<file path="src/rtl/cpu_pkg.sv">
// cpu_pkg: shared definitions for the execution controller.
//   - state_t      : controller FSM state encoding
//   - field slices : bit positions of the 16-bit instruction word
//   - OP_HALT      : opcode that halts when paired with imm_sel=1
//   - exec_dbg_t   : debug view of FSM state and captured ALU result
//   - op_updates_cy: which opcodes load the external carry register
package cpu_pkg;

  localparam int DATA_W   = 8;
  localparam int INSTR_W  = 16;
  localparam int NUM_REGS = 4;

  typedef enum logic [2:0] {
    S_IDLE   = 3'd0,
    S_FETCH  = 3'd1,
    S_DECODE = 3'd2,
    S_EXEC   = 3'd3,
    S_WB     = 3'd4,
    S_HALT   = 3'd5
  } state_t;

  // Instruction word: [15] imm_sel, [14:12] op, [11] ci_en, [10] wb_en,
  // [9:8] rd, [7:0] imm; rs is [1:0] when imm_sel=0.
  localparam int IMM_SEL_BIT = 15;
  localparam int OP_HI       = 14;
  localparam int OP_LO       = 12;
  localparam int CI_EN_BIT   = 11;
  localparam int WB_EN_BIT   = 10;
  localparam int RD_HI       = 9;
  localparam int RD_LO       = 8;
  localparam int IMM_HI      = 7;
  localparam int IMM_LO      = 0;
  localparam int RS_HI       = 1;
  localparam int RS_LO       = 0;

  localparam logic [2:0] OP_HALT = 3'b111;

  typedef struct packed {
    state_t            state;
    logic [DATA_W-1:0] res;
    logic              res_cy;
  } exec_dbg_t;

  // Carry register is loaded for op 000 and 010..101 only.
  function automatic logic op_updates_cy(input logic [2:0] op);
    return (op == 3'b000) || ((op >= 3'b010) && (op <= 3'b101));
  endfunction

endpackage

</file>
<file path="src/rtl/exec_regfile.sv">
// exec_regfile: 4 x 8-bit register file R0..R3.
//   clk, rst_n : clock, asynchronous active-low reset (clears all registers)
//   we, wa, wd : synchronous write enable / address / data
//   ra, rd_a   : asynchronous read port A
//   rb, rd_b   : asynchronous read port B
module exec_regfile
  import cpu_pkg::*;
(
  input  logic              clk,
  input  logic              rst_n,
  input  logic              we,
  input  logic [1:0]        wa,
  input  logic [DATA_W-1:0] wd,
  input  logic [1:0]        ra,
  output logic [DATA_W-1:0] rd_a,
  input  logic [1:0]        rb,
  output logic [DATA_W-1:0] rd_b
);

  logic [DATA_W-1:0] regs [NUM_REGS];

  always_ff @(posedge clk or negedge rst_n) begin
    if (!rst_n) begin
      for (int i = 0; i < NUM_REGS; i++) regs[i] <= '0;
    end else if (we) begin
      regs[wa] <= wd;
    end
  end

  assign rd_a = regs[ra];
  assign rd_b = regs[rb];

endmodule

</file>
<file path="src/rtl/exec_ctrl.sv">
// exec_ctrl: multi-cycle execution controller.
// Fetches 16-bit instructions, drives an external ALU and writes results back
// into a 4-entry register file. IDLE -> FETCH -> DECODE -> EXEC -> WB -> FETCH;
// imm_sel=1 with op=111 parks in HALT, restart continues at the next PC.
// Optional feature: define EXEC_CTRL_ZFLAG_EN to add z_o (zero flag of the
// last written-back result).
// Ports:
//   clk, rst_n              : clock, asynchronous active-low reset
//   start_i                 : leave IDLE/HALT
//   instr_addr_o/req_o      : fetch address and request (PC)
//   instr_ack_i/instr_i     : fetch acknowledge and instruction word
//   alu_a_o/b_o/op_o/ci_o   : registered ALU operands, op and carry-in
//   alu_out_i/alu_cy_i      : ALU result and carry-out
//   cy_i/cy_ce_o            : external carry register value / load enable
//   busy_o/halted_o         : executing / halted status
//   z_o                     : zero flag (EXEC_CTRL_ZFLAG_EN only)
//   dbg_o                   : FSM state and captured ALU result
module exec_ctrl
  import cpu_pkg::*;
(
  input  logic               clk,
  input  logic               rst_n,
  input  logic               start_i,
  output logic [DATA_W-1:0]  instr_addr_o,
  output logic               instr_req_o,
  input  logic               instr_ack_i,
  input  logic [INSTR_W-1:0] instr_i,
  output logic [DATA_W-1:0]  alu_a_o,
  output logic [DATA_W-1:0]  alu_b_o,
  output logic [2:0]         alu_op_o,
  output logic               alu_ci_o,
  input  logic [DATA_W-1:0]  alu_out_i,
  input  logic               alu_cy_i,
  input  logic               cy_i,
  output logic               cy_ce_o,
  output logic               busy_o,
  output logic               halted_o,
`ifdef EXEC_CTRL_ZFLAG_EN
  output logic               z_o,
`endif
  output exec_dbg_t          dbg_o
);

  state_t             state;
  logic [DATA_W-1:0]  pc;
  logic [INSTR_W-1:0] ir;
  logic [DATA_W-1:0]  res;
  logic               res_cy;

  // Decoded fields of the latched instruction
  logic              ir_imm_sel;
  logic [2:0]        ir_op;
  logic              ir_ci_en;
  logic              ir_wb_en;
  logic [1:0]        ir_rd;
  logic [1:0]        ir_rs;
  logic [DATA_W-1:0] ir_imm;

  assign ir_imm_sel = ir[IMM_SEL_BIT];
  assign ir_op      = ir[OP_HI:OP_LO];
  assign ir_ci_en   = ir[CI_EN_BIT];
  assign ir_wb_en   = ir[WB_EN_BIT];
  assign ir_rd      = ir[RD_HI:RD_LO];
  assign ir_rs      = ir[RS_HI:RS_LO];
  assign ir_imm     = ir[IMM_HI:IMM_LO];

  logic [DATA_W-1:0] rf_a;
  logic [DATA_W-1:0] rf_b;
  logic              rf_we;

  // rd is both the A operand and the write-back destination
  assign rf_we = (state == S_WB) && ir_wb_en;

  exec_regfile u_regfile (
    .clk   (clk),
    .rst_n (rst_n),
    .we    (rf_we),
    .wa    (ir_rd),
    .wd    (res),
    .ra    (ir_rd),
    .rd_a  (rf_a),
    .rb    (ir_rs),
    .rd_b  (rf_b)
  );

  // PC only changes on an accepted fetch, so the address is stable while
  // a request waits for its acknowledge.
  assign instr_addr_o = pc;
  assign dbg_o        = {state, res, res_cy};

  always_ff @(posedge clk or negedge rst_n) begin
    if (!rst_n) begin
      state       <= S_IDLE;
      pc          <= '0;
      ir          <= '0;
      res         <= '0;
      res_cy      <= 1'b0;
      alu_a_o     <= '0;
      alu_b_o     <= '0;
      alu_op_o    <= '0;
      alu_ci_o    <= 1'b0;
      instr_req_o <= 1'b0;
      cy_ce_o     <= 1'b0;
      busy_o      <= 1'b0;
      halted_o    <= 1'b0;
`ifdef EXEC_CTRL_ZFLAG_EN
      z_o         <= 1'b0;
`endif
    end else begin
      case (state)
        S_IDLE, S_HALT: begin
          if (start_i) begin
            state       <= S_FETCH;
            instr_req_o <= 1'b1;
            busy_o      <= 1'b1;
            halted_o    <= 1'b0;
          end
        end
        S_FETCH: begin
          if (instr_ack_i) begin
            ir          <= instr_i;
            pc          <= pc + 8'd1;
            instr_req_o <= 1'b0;
            state       <= S_DECODE;
          end
        end
        S_DECODE: begin
          if (ir_imm_sel && (ir_op == OP_HALT)) begin
            state    <= S_HALT;
            busy_o   <= 1'b0;
            halted_o <= 1'b1;
          end else begin
            alu_a_o  <= rf_a;
            alu_b_o  <= ir_imm_sel ? ir_imm : rf_b;
            alu_op_o <= ir_op;
            alu_ci_o <= ir_ci_en & cy_i;
            state    <= S_EXEC;
          end
        end
        S_EXEC: begin
          res     <= alu_out_i;
          res_cy  <= alu_cy_i;
          // Raised on entry to WB so the pulse covers exactly the WB cycle
          cy_ce_o <= op_updates_cy(ir_op);
          state   <= S_WB;
        end
        S_WB: begin
          cy_ce_o     <= 1'b0;
          instr_req_o <= 1'b1;
          state       <= S_FETCH;
`ifdef EXEC_CTRL_ZFLAG_EN
          if (ir_wb_en) z_o <= (res == '0);
`endif
        end
        default: begin
          state       <= S_IDLE;
          instr_req_o <= 1'b0;
          cy_ce_o     <= 1'b0;
          busy_o      <= 1'b0;
          halted_o    <= 1'b0;
        end
      endcase
    end
  end

endmodule

</file>
<file path="config.mk">
export PLATFORM = sky130hd
export DESIGN_NAME = exec_ctrl
export DESIGN_NICKNAME = d
export VERILOG_FILES = /design/src/rtl/cpu_pkg.sv /design/src/rtl/exec_regfile.sv /design/src/rtl/exec_ctrl.sv
export SDC_FILE = /design/constraint.sdc
export NUM_CORES = 1
export LEC_CHECK = 0
export BUFFER_PORTS_ARGS = -buffer_cell sky130_fd_sc_hd__buf_4
export CORE_MARGIN = 8
export CORE_UTILIZATION = 45
export DETAILED_ROUTE_END_ITERATION = 10
export PLACE_DENSITY = 0.66
export SETUP_SLACK_MARGIN = 0.2
export SLEW_MARGIN = 20
export SYNTH_ARGS = -nofsm -noshare
export SYNTH_HDL_FRONTEND = slang
export SYNTH_SLANG_ARGS = --single-unit
</file>
<file path="constraint.sdc">
create_clock -name clk -period 2.7 [get_ports clk]
set_input_delay 0.135 -clock clk [delete_from_list [all_inputs] [get_ports clk]]
set_output_delay 0.135 -clock clk [all_outputs]
set_load 0.01 [all_outputs]
</file>
* Word-level counts from Yosys, hierarchy flattened
Index checks and enable logic that the tools add are counted.
Storage, ports and cells: register bits after elaboration 92, output and inout bits 44, logic and storage cells 77
Cells by class: $add $sub $neg 1, magnitude comparators 5, equal/unequal tests 9, muxes and demuxes 23, bitwise logic cells 6, reduce and logical (&&, ||, !) cells 16
Operators by type and width (number):
- 8-bit two-way mux | 6
- 8-bit binary-select mux with 2-bit select | 2
- 32-bit bitwise mux | 1
- 8-bit demux with 2-bit select | 1
- 3-bit case mux with 5 select lines | 1
- 3-bit equality test (second input constant) | 3
- 3-bit two-way mux | 3
- 8-bit by 1-bit adder with 8-bit output (second input constant) | 1
- 3-bit by 2-bit equality test with 1-bit output (second input constant) | 2
- 3-bit >= comparator (second input constant) | 2
- 3-bit logical NOT | 2
- 2-bit != test (second input constant) | 3
- 2-bit inverter with 3-bit output | 2
- 1-bit case mux with 3 select lines | 2
- 2-bit AND reduction | 3
- 3-bit AND reduction | 2
- 1-bit two-way mux | 5
- 1-bit logical AND | 4
- 1-bit case mux with 4 select lines | 1
- 2-bit OR reduction | 2
- 4-bit OR reduction | 1
- 3-bit by 1-bit equality test with 1-bit output (second input constant) | 1
- 3-bit by 2-bit >= comparator with 1-bit output (second input constant) | 1
- 3-bit less-or-equal comparator (second input constant) | 1
- 6 further kinds | 8

* Depth between registers and ports, before layout
Gate-level depths: netlist of run 1.
depth in word-level cells 6, depth in mapped cells 6, mapped depth without buffers 3

* By module
From an unflattened synthesis of run 1, not the netlist that was laid out.
Second synthesis, totals: cells, all modules 282, area, all modules 4159.0 um^2
Modules (own cells, without submodules):
- exec_ctrl | times used 1, cells an instance 194, area an instance 2568.7 um^2
- exec_regfile | times used 1, cells an instance 88, area an instance 1590.3 um^2

* Least setup slack after synthesis of run 1
Ideal clock, no wire load.
path kind register to register, start register state[0], end register u_regfile.regs[24] (netlist bit), arrival time 1.594 ns, setup slack 0.982 ns, stages on the path, launching flop included 5, path buffers 1, period minus slack after synthesis 1.718 ns, cell sequence dfrtp_1 > buf_2 > and4bb_1 > nor3b_4 > mux2_2
On the way: longest elaborated chain between the ends 2
Ends and longest elaborated chain:
- from (decl) | RTL line exec_ctrl.sv:44 | state_t state;
- from (signal assigned) | RTL line exec_ctrl.sv:93 | state <= S_IDLE;
- from (signal assigned) | RTL line exec_ctrl.sv:113 | state <= S_FETCH;
- from (signal assigned) | RTL line exec_ctrl.sv:124 | state <= S_DECODE;
- 3-bit equality test | RTL line exec_ctrl.sv:72 | assign rf_we = (state == S_WB) && ir_wb_en;
- 1-bit logical AND | RTL line exec_ctrl.sv:72
- to (signal, indexed assignment) | RTL line exec_regfile.sv:26 | regs[wa] <= wd;
- to (decl) | RTL line exec_regfile.sv:20 | logic [DATA_W-1:0] regs [NUM_REGS];
Every way passes these cells. A chain may end at the register's enable or synchronous reset.

* Worst setup path after layout of run 1
start register state[1], end register alu_a_o[0]
On the way: longest elaborated chain between the ends 2
Ends and longest elaborated chain:
- 3-bit by 2-bit equality test with 1-bit output | RTL line exec_ctrl.sv:110 | case (state)
- 2-bit AND reduction (no line)
- to (signal assigned) | RTL line exec_ctrl.sv:133 | alu_a_o <= rf_a;
- to (decl) | RTL line exec_ctrl.sv:28 | output logic [DATA_W-1:0] alu_a_o,
Every way passes these cells.

==> impl_metrics.tcl, run 1 <==
set metrics [dict create \
    power_density_nw_per_um2 1020 \
    grt_antenna_before_repair 0 \
    worst_hold_path_type "input pin to flop" \
    netlist_top_cells_area "sky130_fd_sc_hd__dfrtp_1 55%, sky130_fd_sc_hd__mux2_2 15%, sky130_fd_sc_hd__nand2_1 6.0%, sky130_fd_sc_hd__mux4_2 4.3%, sky130_fd_sc_hd__mux2i_1 4.1%" \
    period_minus_slack_ns 2.16 \
    viasPerCell 5.37 \
    cts_made_buffers 9 \
    start_kind "flop" \
    dpl.hpwl_um 6820 \
    synth.cell_area_um2 4160 \
    whs_path_depth 3 \
    cell_at_the_root_of_the_clock_tree "sky130_fd_sc_hd__clkbuf_8" \
    num-fill-cells 779 \
    vdd.ir_drop.worst_mv 0.395 \
    finalSetupTns_ns 0 \
    drt-initial-drc-count 94 \
    postRouteWirelength_um 9840 \
    io_pins 74 \
    area.growth.synth_to_final_pct 25.6 \
    layout.area.seq_um2 2300 \
    grt_setup_unrepaired "false" \
    primary_flip_flop_cell_chosen_by_synthesis_mapping "sky130_fd_sc_hd__dfrtp_1" \
    number_of_flops_mapped_to_enable_cells_by_yosys 0 \
    slew-limit-headroom_pct 40.9 \
    synth_commonest_cells "92 x sky130_fd_sc_hd__dfrtp_1, 66 x sky130_fd_sc_hd__nand2_1, 56 x sky130_fd_sc_hd__mux2_2, 17 x sky130_fd_sc_hd__mux2i_1, 9 x sky130_fd_sc_hd__clkbuf_1" \
    netlist.area_leader.share_pct 55.3 \
    route.vias.total 2916 \
    floorplan.initialDensity_pct 45.7 \
    power_leakage_nw 2.51 \
    maxCapViolations 0 \
    post-place-cells 504 \
    drt_pass1_iterations 4 \
    cts_setup_buffers 0 \
    clock_path_buffers 2 \
    post_route_cells_drive_above_1_share_pct 38.2 \
    status "finished, final reports clean" \
    portBuffers 73 \
    path_clk_slew_ns 0.09 \
    cell_with_the_most_instances_after_synthesis "sky130_fd_sc_hd__dfrtp_1" \
    globalRouteTotalUtil_pct 16.2 \
    final_antenna_diode_count 0 \
    core_region_area_um2 9110 \
    critical_path_arrival_ns 2.40 \
    required_ns 2.94 \
    synth.net_count 363 \
    fin_worst_skew_ns 0.0152 \
    first_pass_grt_wire_length_um 16300 \
    dpl_worst_slack_ns 0.563 \
    finalNonFillerCells 543 \
    setup_ws_ns 0.541 \
    clock_insertion_delay_worst_skew_ns 0.36 \
    post_synth_inst_count 332 \
    floorplan.die_area_um2 12600 \
    worst-slew-pin-transition_ns 0.886 \
    dieWidth_um 112 \
    critPathCaptureType "flop" \
    drcViolationCount 0 \
    tritoncts "yes" \
    ys_ff_latch 92 \
    seq_area_frac_synth_pct 55.3 \
    cts.htree.levels 3 \
    reg2regPathDepth 4 \
    dpl_cell_area_um2 4830 \
    multi_input_area_um2 1760 \
    global_route.overflow_total 0 \
    fin_nets 458 \
    numClockSinks 92 \
    synthArstFlopShare_pct 100 \
    detail-route-antenna-nets 0 \
    placement_row_count 35 \
    final-max-slew-violation-count 0 \
    final_core_util_pct 57.4 \
    number_of_setup_violations_in_the_final_report 0 \
    finalCritPeriodShare_pct 79.9 \
    synth_area_per_cell_um2 12.5 \
    ys_types 42 \
    timing.final.hold_violations 0 \
    die_h_um 112 \
    via_count_of_the_first_global_routing_pass 3096 \
    crit_path_max_fanout 18 \
    synth_top_cell_by_area "sky130_fd_sc_hd__dfrtp_1" \
    gp_congestion 0.750 \
    fmax_mhz 463 \
    post_drt_wl_per_cell_um 18.1 \
    critPathKind "flop to flop" \
    stdcell_area_um2 5230 \
    synthesis.yosys.warnings 0 \
    grt_max_degree 77 \
]
==> cell usage in the layout, fill, tap and decap left out, types with 2 or more instances in the layout <==
master	netlist	final
sky130_fd_sc_hd__nand4_1	5	5
sky130_fd_sc_hd__and3_1	2	2
sky130_fd_sc_hd__dfrtp_1	92	92
sky130_fd_sc_hd__inv_1	3	3
sky130_fd_sc_hd__mux4_2	8	8
sky130_fd_sc_hd__clkinvlp_4	0	3
sky130_fd_sc_hd__mux2_2	56	56
sky130_fd_sc_hd__o21ai_0	5	5
sky130_fd_sc_hd__nand2_1	66	66
sky130_fd_sc_hd__nand4bb_1	2	2
sky130_fd_sc_hd__or2_2	3	3
sky130_fd_sc_hd__xnor2_1	7	7
sky130_fd_sc_hd__nand2b_1	3	3
sky130_fd_sc_hd__buf_4	1	79
sky130_fd_sc_hd__nand3b_1	5	5
sky130_fd_sc_hd__a21oi_1	6	6
sky130_fd_sc_hd__a211o_1	2	2
sky130_fd_sc_hd__clkinv_2	0	2
sky130_fd_sc_hd__o22a_1	3	3
sky130_fd_sc_hd__clkbuf_8	0	9
sky130_fd_sc_hd__mux2i_1	17	17
sky130_fd_sc_hd__dlygate4sd3_1	0	23
sky130_fd_sc_hd__o221ai_1	6	6
sky130_fd_sc_hd__nor2_1	3	3
==> final timing paths <==
check	from	end	slack, ns
max	state[1]$_DFFE_PN0P_	alu_a_o[0]$_DFFE_PN0P_	0.54
min in group asynchronous	rst_n	busy_o$_DFFE_PN0P_	0.18
min	instr_i[9]	ir[9]$_DFFE_PN0P_	0.006
min reg2reg	ir[4]$_DFFE_PN0P_	ir[4]$_DFFE_PN0P_	0.48
max in group asynchronous	rst_n	ir[3]$_DFFE_PN0P_	1.84
max reg2reg	state[1]$_DFFE_PN0P_	alu_a_o[0]$_DFFE_PN0P_	0.54
==> cell type report <==
| cell class | count | area share [%] |
|---|---|---|
| clock buffers | 10 | 2.44 |
| clock inverters | 6 | 0.790 |
| inverters | 3 | 0.215 |
| multi-input cells | 218 | 33.7 |
| flip-flops and latches | 92 | 44.0 |
| well taps | 111 | 2.66 |
| repair buffers | 103 | 16.1 |
==> power by group <==
part	switching, mW	leakage [nW]	internal (mW)
clock network	0.490	0.0783	0.333
logic	0.839	1.24	1.12
registers	0.654	1.19	1.89
==> layer usage <==
layer  wire length [µm]  GRT usage [%]  vias up
met5                  0              0        -
met4                191           6.47        0
met3                229           3.01       13
met2               4930           27.3       45
met1               4490           20.1     1493
li1                   -              -     1365
==> critical path: stages, from the launching register on <==
cell                      delay [ns]
sky130_fd_sc_hd__dfrtp_1        0.65
sky130_fd_sc_hd__nor3b_1        0.37
sky130_fd_sc_hd__and2_1         0.37
sky130_fd_sc_hd__buf_4          0.30
sky130_fd_sc_hd__mux2_2         0.36
==> cell families (layout without fill, tap and decap cells) <==
| group | after synthesis | in the layout | synth area share, % |
|---|---|---|---|
| AO/OA/AOI/OAI | 31 | 31 | 5.41 |
| XOR/XNOR | 7 | 7 | 1.47 |
| flip-flops | 92 | 92 | 55.3 |
| adder cells (fa/ha/maj) | 1 | 1 | 0.301 |
| multiplexers | 81 | 81 | 23.6 |
| buffers and inverters | 22 | 122 | 2.34 |
| AND/OR/NAND/NOR | 98 | 98 | 11.6 |
==> metrics by stage <==
step / power, mW / hold WS [ns]
3_5_place_dp: 4.54 / 0.0241
2_1_floorplan: 3.66 / -0.161
6_report: 5.32 / 0.00577
4_1_cts: 5.39 / 0.000708
5_1_grt: 5.69 / 0.000543
3_3_place_gp: 4.45 / 0.0203
==> repair_timing <==
item | CTS | global route
gates resized for setup | 0 | 0
hold buffers | 21 | 2
endpoints found under the hold margin | 36 | 2
==> state kept, by name (all words and copies together) (netlist names) <==
register / flops
busy_o: 1
ir: 16
u_regfile.regs: 32
cy_ce_o: 1
res_cy: 1
instr_req_o: 1
res: 8
alu_b_o: 8
alu_op_o: 3
halted_o: 1
state: 3
instr_addr_o: 8
alu_ci_o: 1
alu_a_o: 8
Power figures use the tool's default switching activity.
==> inputs of run 2 (changes only) <==
clock period = 2 ns   (was 2.7 ns; I/O delays follow)
==> run 2 against run 1 <==
Combinational power up 49%. Non-clock buffer count up 19. Setup slack worse by 0.25 ns. Largest power group unchanged. Highest routed layer unchanged.
==> impl_metrics.tcl, run 2 (synthesis gave the netlist of run 1 again) <==
set metrics [dict create \
    first_pass_grt_wire_length_um 16700 \
    fin_worst_skew_ns 0.0120 \
    placement_row_count 35 \
    cts.htree.levels 3 \
    status "finished, final reports clean" \
    final_core_util_pct 59.9 \
    detail-route-antenna-nets 0 \
    grt_max_degree 49 \
    core_region_area_um2 9110 \
    cp_slowest_stage_delay_ns 0.50 \
    global_route.overflow_total 0 \
    io_pins 74 \
    grt_setup_unrepaired "false" \
    fin_nets 477 \
    busiest_layer "met2" \
    drcViolationCount 0 \
    route.vias.total 3003 \
    cell_at_the_root_of_the_clock_tree "sky130_fd_sc_hd__clkbuf_8" \
    cts_made_buffers 9 \
    vdd.ir_drop.worst_mv 0.579 \
    numClockSinks 92 \
    cpMaxStageDelayCell "sky130_fd_sc_hd__dfrtp_1" \
    postRouteWirelength_um 9960 \
    grt_antenna_before_repair 0 \
    crit_path_max_fanout 12 \
    worst_hold_path_type "input pin to flop" \
    required_ns 2.24 \
    slew-limit-headroom_pct 46.6 \
    postCtsResizedCells 0 \
    post_drt_wl_per_cell_um 17.7 \
    drt-initial-drc-count 97 \
    commonest_cells_after_routing_fill_and_taps_aside "93 x sky130_fd_sc_hd__buf_4, 92 x sky130_fd_sc_hd__dfrtp_1, 66 x sky130_fd_sc_hd__nand2_1" \
    groute.layer.met2.usage_pct 27.4 \
    finalSetupTns_ns 0 \
    registers.top_by_ff_count "u_regfile.regs" \
    critPathCaptureType "flop" \
    power_leakage_nw 2.64 \
    power_frac_comb_pct 38.0 \
    start_kind "flop" \
    tritoncts "yes" \
    drt_pass1_iterations 4 \
    area.growth.synth_to_final_pct 31.1 \
    power_density_nw_per_um2 1410 \
    dieWidth_um 112 \
    via_count_of_the_first_global_routing_pass 3212 \
    fmax_mhz 587 \
    power_switching_share_pct 34.7 \
    timing.final.hold_violations 0 \
    power.sequential.fraction_pct 43.0 \
    final_antenna_diode_count 0 \
    path_clk_slew_ns 0.09 \
    gp_congestion 0.789 \
    die_h_um 112 \
    post_route_cells_drive_above_1_share_pct 39.5 \
    critPathKind "flop to flop" \
    floorplan.initialDensity_pct 45.7 \
    period_minus_slack_ns 1.70 \
    clock_path_buffers 2 \
    globalRouteTotalUtil_pct 16.6 \
    power.clock.fraction_pct 19.0 \
    biggestRegsByFlops "u_regfile.regs: 32 flops, ir: 16 flops" \
    maxCapViolations 0 \
    gr-usage-met1_pct 20.7 \
    clock_insertion_delay_worst_skew_ns 0.35 \
    layout.cells.most_common "sky130_fd_sc_hd__buf_4" \
    critical_path_arrival_ns 1.94 \
    number_of_setup_violations_in_the_final_report 0 \
    grt_util_met3_pct 2.84 \
    worst-slew-pin-transition_ns 0.802 \
    dpl.hpwl_um 6840 \
    power.internal_mw 5.03 \
    final-max-slew-violation-count 0 \
    cts_setup_buffers 0 \
    finalCritPeriodShare_pct 85.2 \
    crit_chain "nand4_1, and2_1, buf_4, mux2_2" \
    postCtsHoldBufs 27 \
    largest_register_ffs 32 \
    portBuffers 73 \
    floorplan.die_area_um2 12600 \
    power.net_switching_mw 2.68 \
    viasPerCell 5.34 \
]
==> run 2: cell count changes in the layout (fill, tap and decap cells not counted) <==
cell | before | now
sky130_fd_sc_hd__buf_4 | 79 | 93
sky130_fd_sc_hd__dlygate4sd3_1 | 23 | 27
sky130_fd_sc_hd__bufinv_16 | 0 | 3
sky130_fd_sc_hd__clkbuf_1 | 1 | 3
sky130_fd_sc_hd__clkinv_2 | 2 | 0
sky130_fd_sc_hd__clkinvlp_4 | 3 | 1
sky130_fd_sc_hd__buf_12 | 1 | 2
sky130_fd_sc_hd__clkinv_4 | 1 | 0
==> run 2: final timing paths <==
path | startpoint | cells after the start | slack (ns) | to
max | ir[15]$_DFFE_PN0P_ | 4 | 0.30 | alu_a_o[4]$_DFFE_PN0P_
min | instr_ack_i | 3 | 0.04 | state[1]$_DFFE_PN0P_
max in group asynchronous | rst_n | 3 | 1.09 | u_regfile.regs[20]$_DFFE_PN0P_
min in group asynchronous | rst_n | 2 | 0.29 | instr_addr_o[7]$_DFFE_PN0P_
min reg2reg | instr_addr_o[7]$_DFFE_PN0P_ | 1 | 0.48 | instr_addr_o[7]$_DFFE_PN0P_
max reg2reg | ir[15]$_DFFE_PN0P_ | 4 | 0.30 | alu_a_o[4]$_DFFE_PN0P_
==> run 2: final cells by class <==
type	count	area, µm²
clock buffer	12	135
clock inverter	4	97.6
multi-input combinational	218	1760
inverter	3	11.3
fill	727	3650
sequential	92	2300
timing repair buffer	122	1010
tap	111	139
==> run 2: per-stage QoR <==
stage	instance area [µm²]	power (mW)	hold slack [ns]	cells	setup WS, ns
global placement	4950	6.16	0.150	519	0.346
CTS	5460	7.79	0.0263	562	0.307
finish	5460	7.71	0.0377	562	0.295
detailed placement	4950	6.27	0.152	519	0.318
floorplan	4160	4.94	-0.196	332	0.282
global route	5460	8.22	0.0436	562	0.211
==> run 2: metal layers <==
layer,routed length [µm],up-vias
met1,4410,1507
met5,0,-
met3,331,21
met2,4930,70
li1,-,1405
met4,284,0
==> run 2: worst max-delay path, delay by kind of cell (launching register included) <==
family | cells | cell delay (ns)
flip-flops | 1 | 0.50
AND/OR/NAND/NOR | 2 | 0.58
buffers and inverters | 1 | 0.20
multiplexers | 1 | 0.29
==> run 2: power by group through the flow <==
| stage | sequential, mW | combinational [mW] | clock (mW) |
|---|---|---|---|
| after floorplan | 3.19 | 1.76 | 0 |
| after global placement | 3.31 | 2.85 | 0 |
| after detailed placement | 3.35 | 2.92 | 0 |
| after CTS | 3.31 | 2.97 | 1.51 |
| after global routing | 3.43 | 3.22 | 1.58 |
| final | 3.31 | 2.93 | 1.47 |
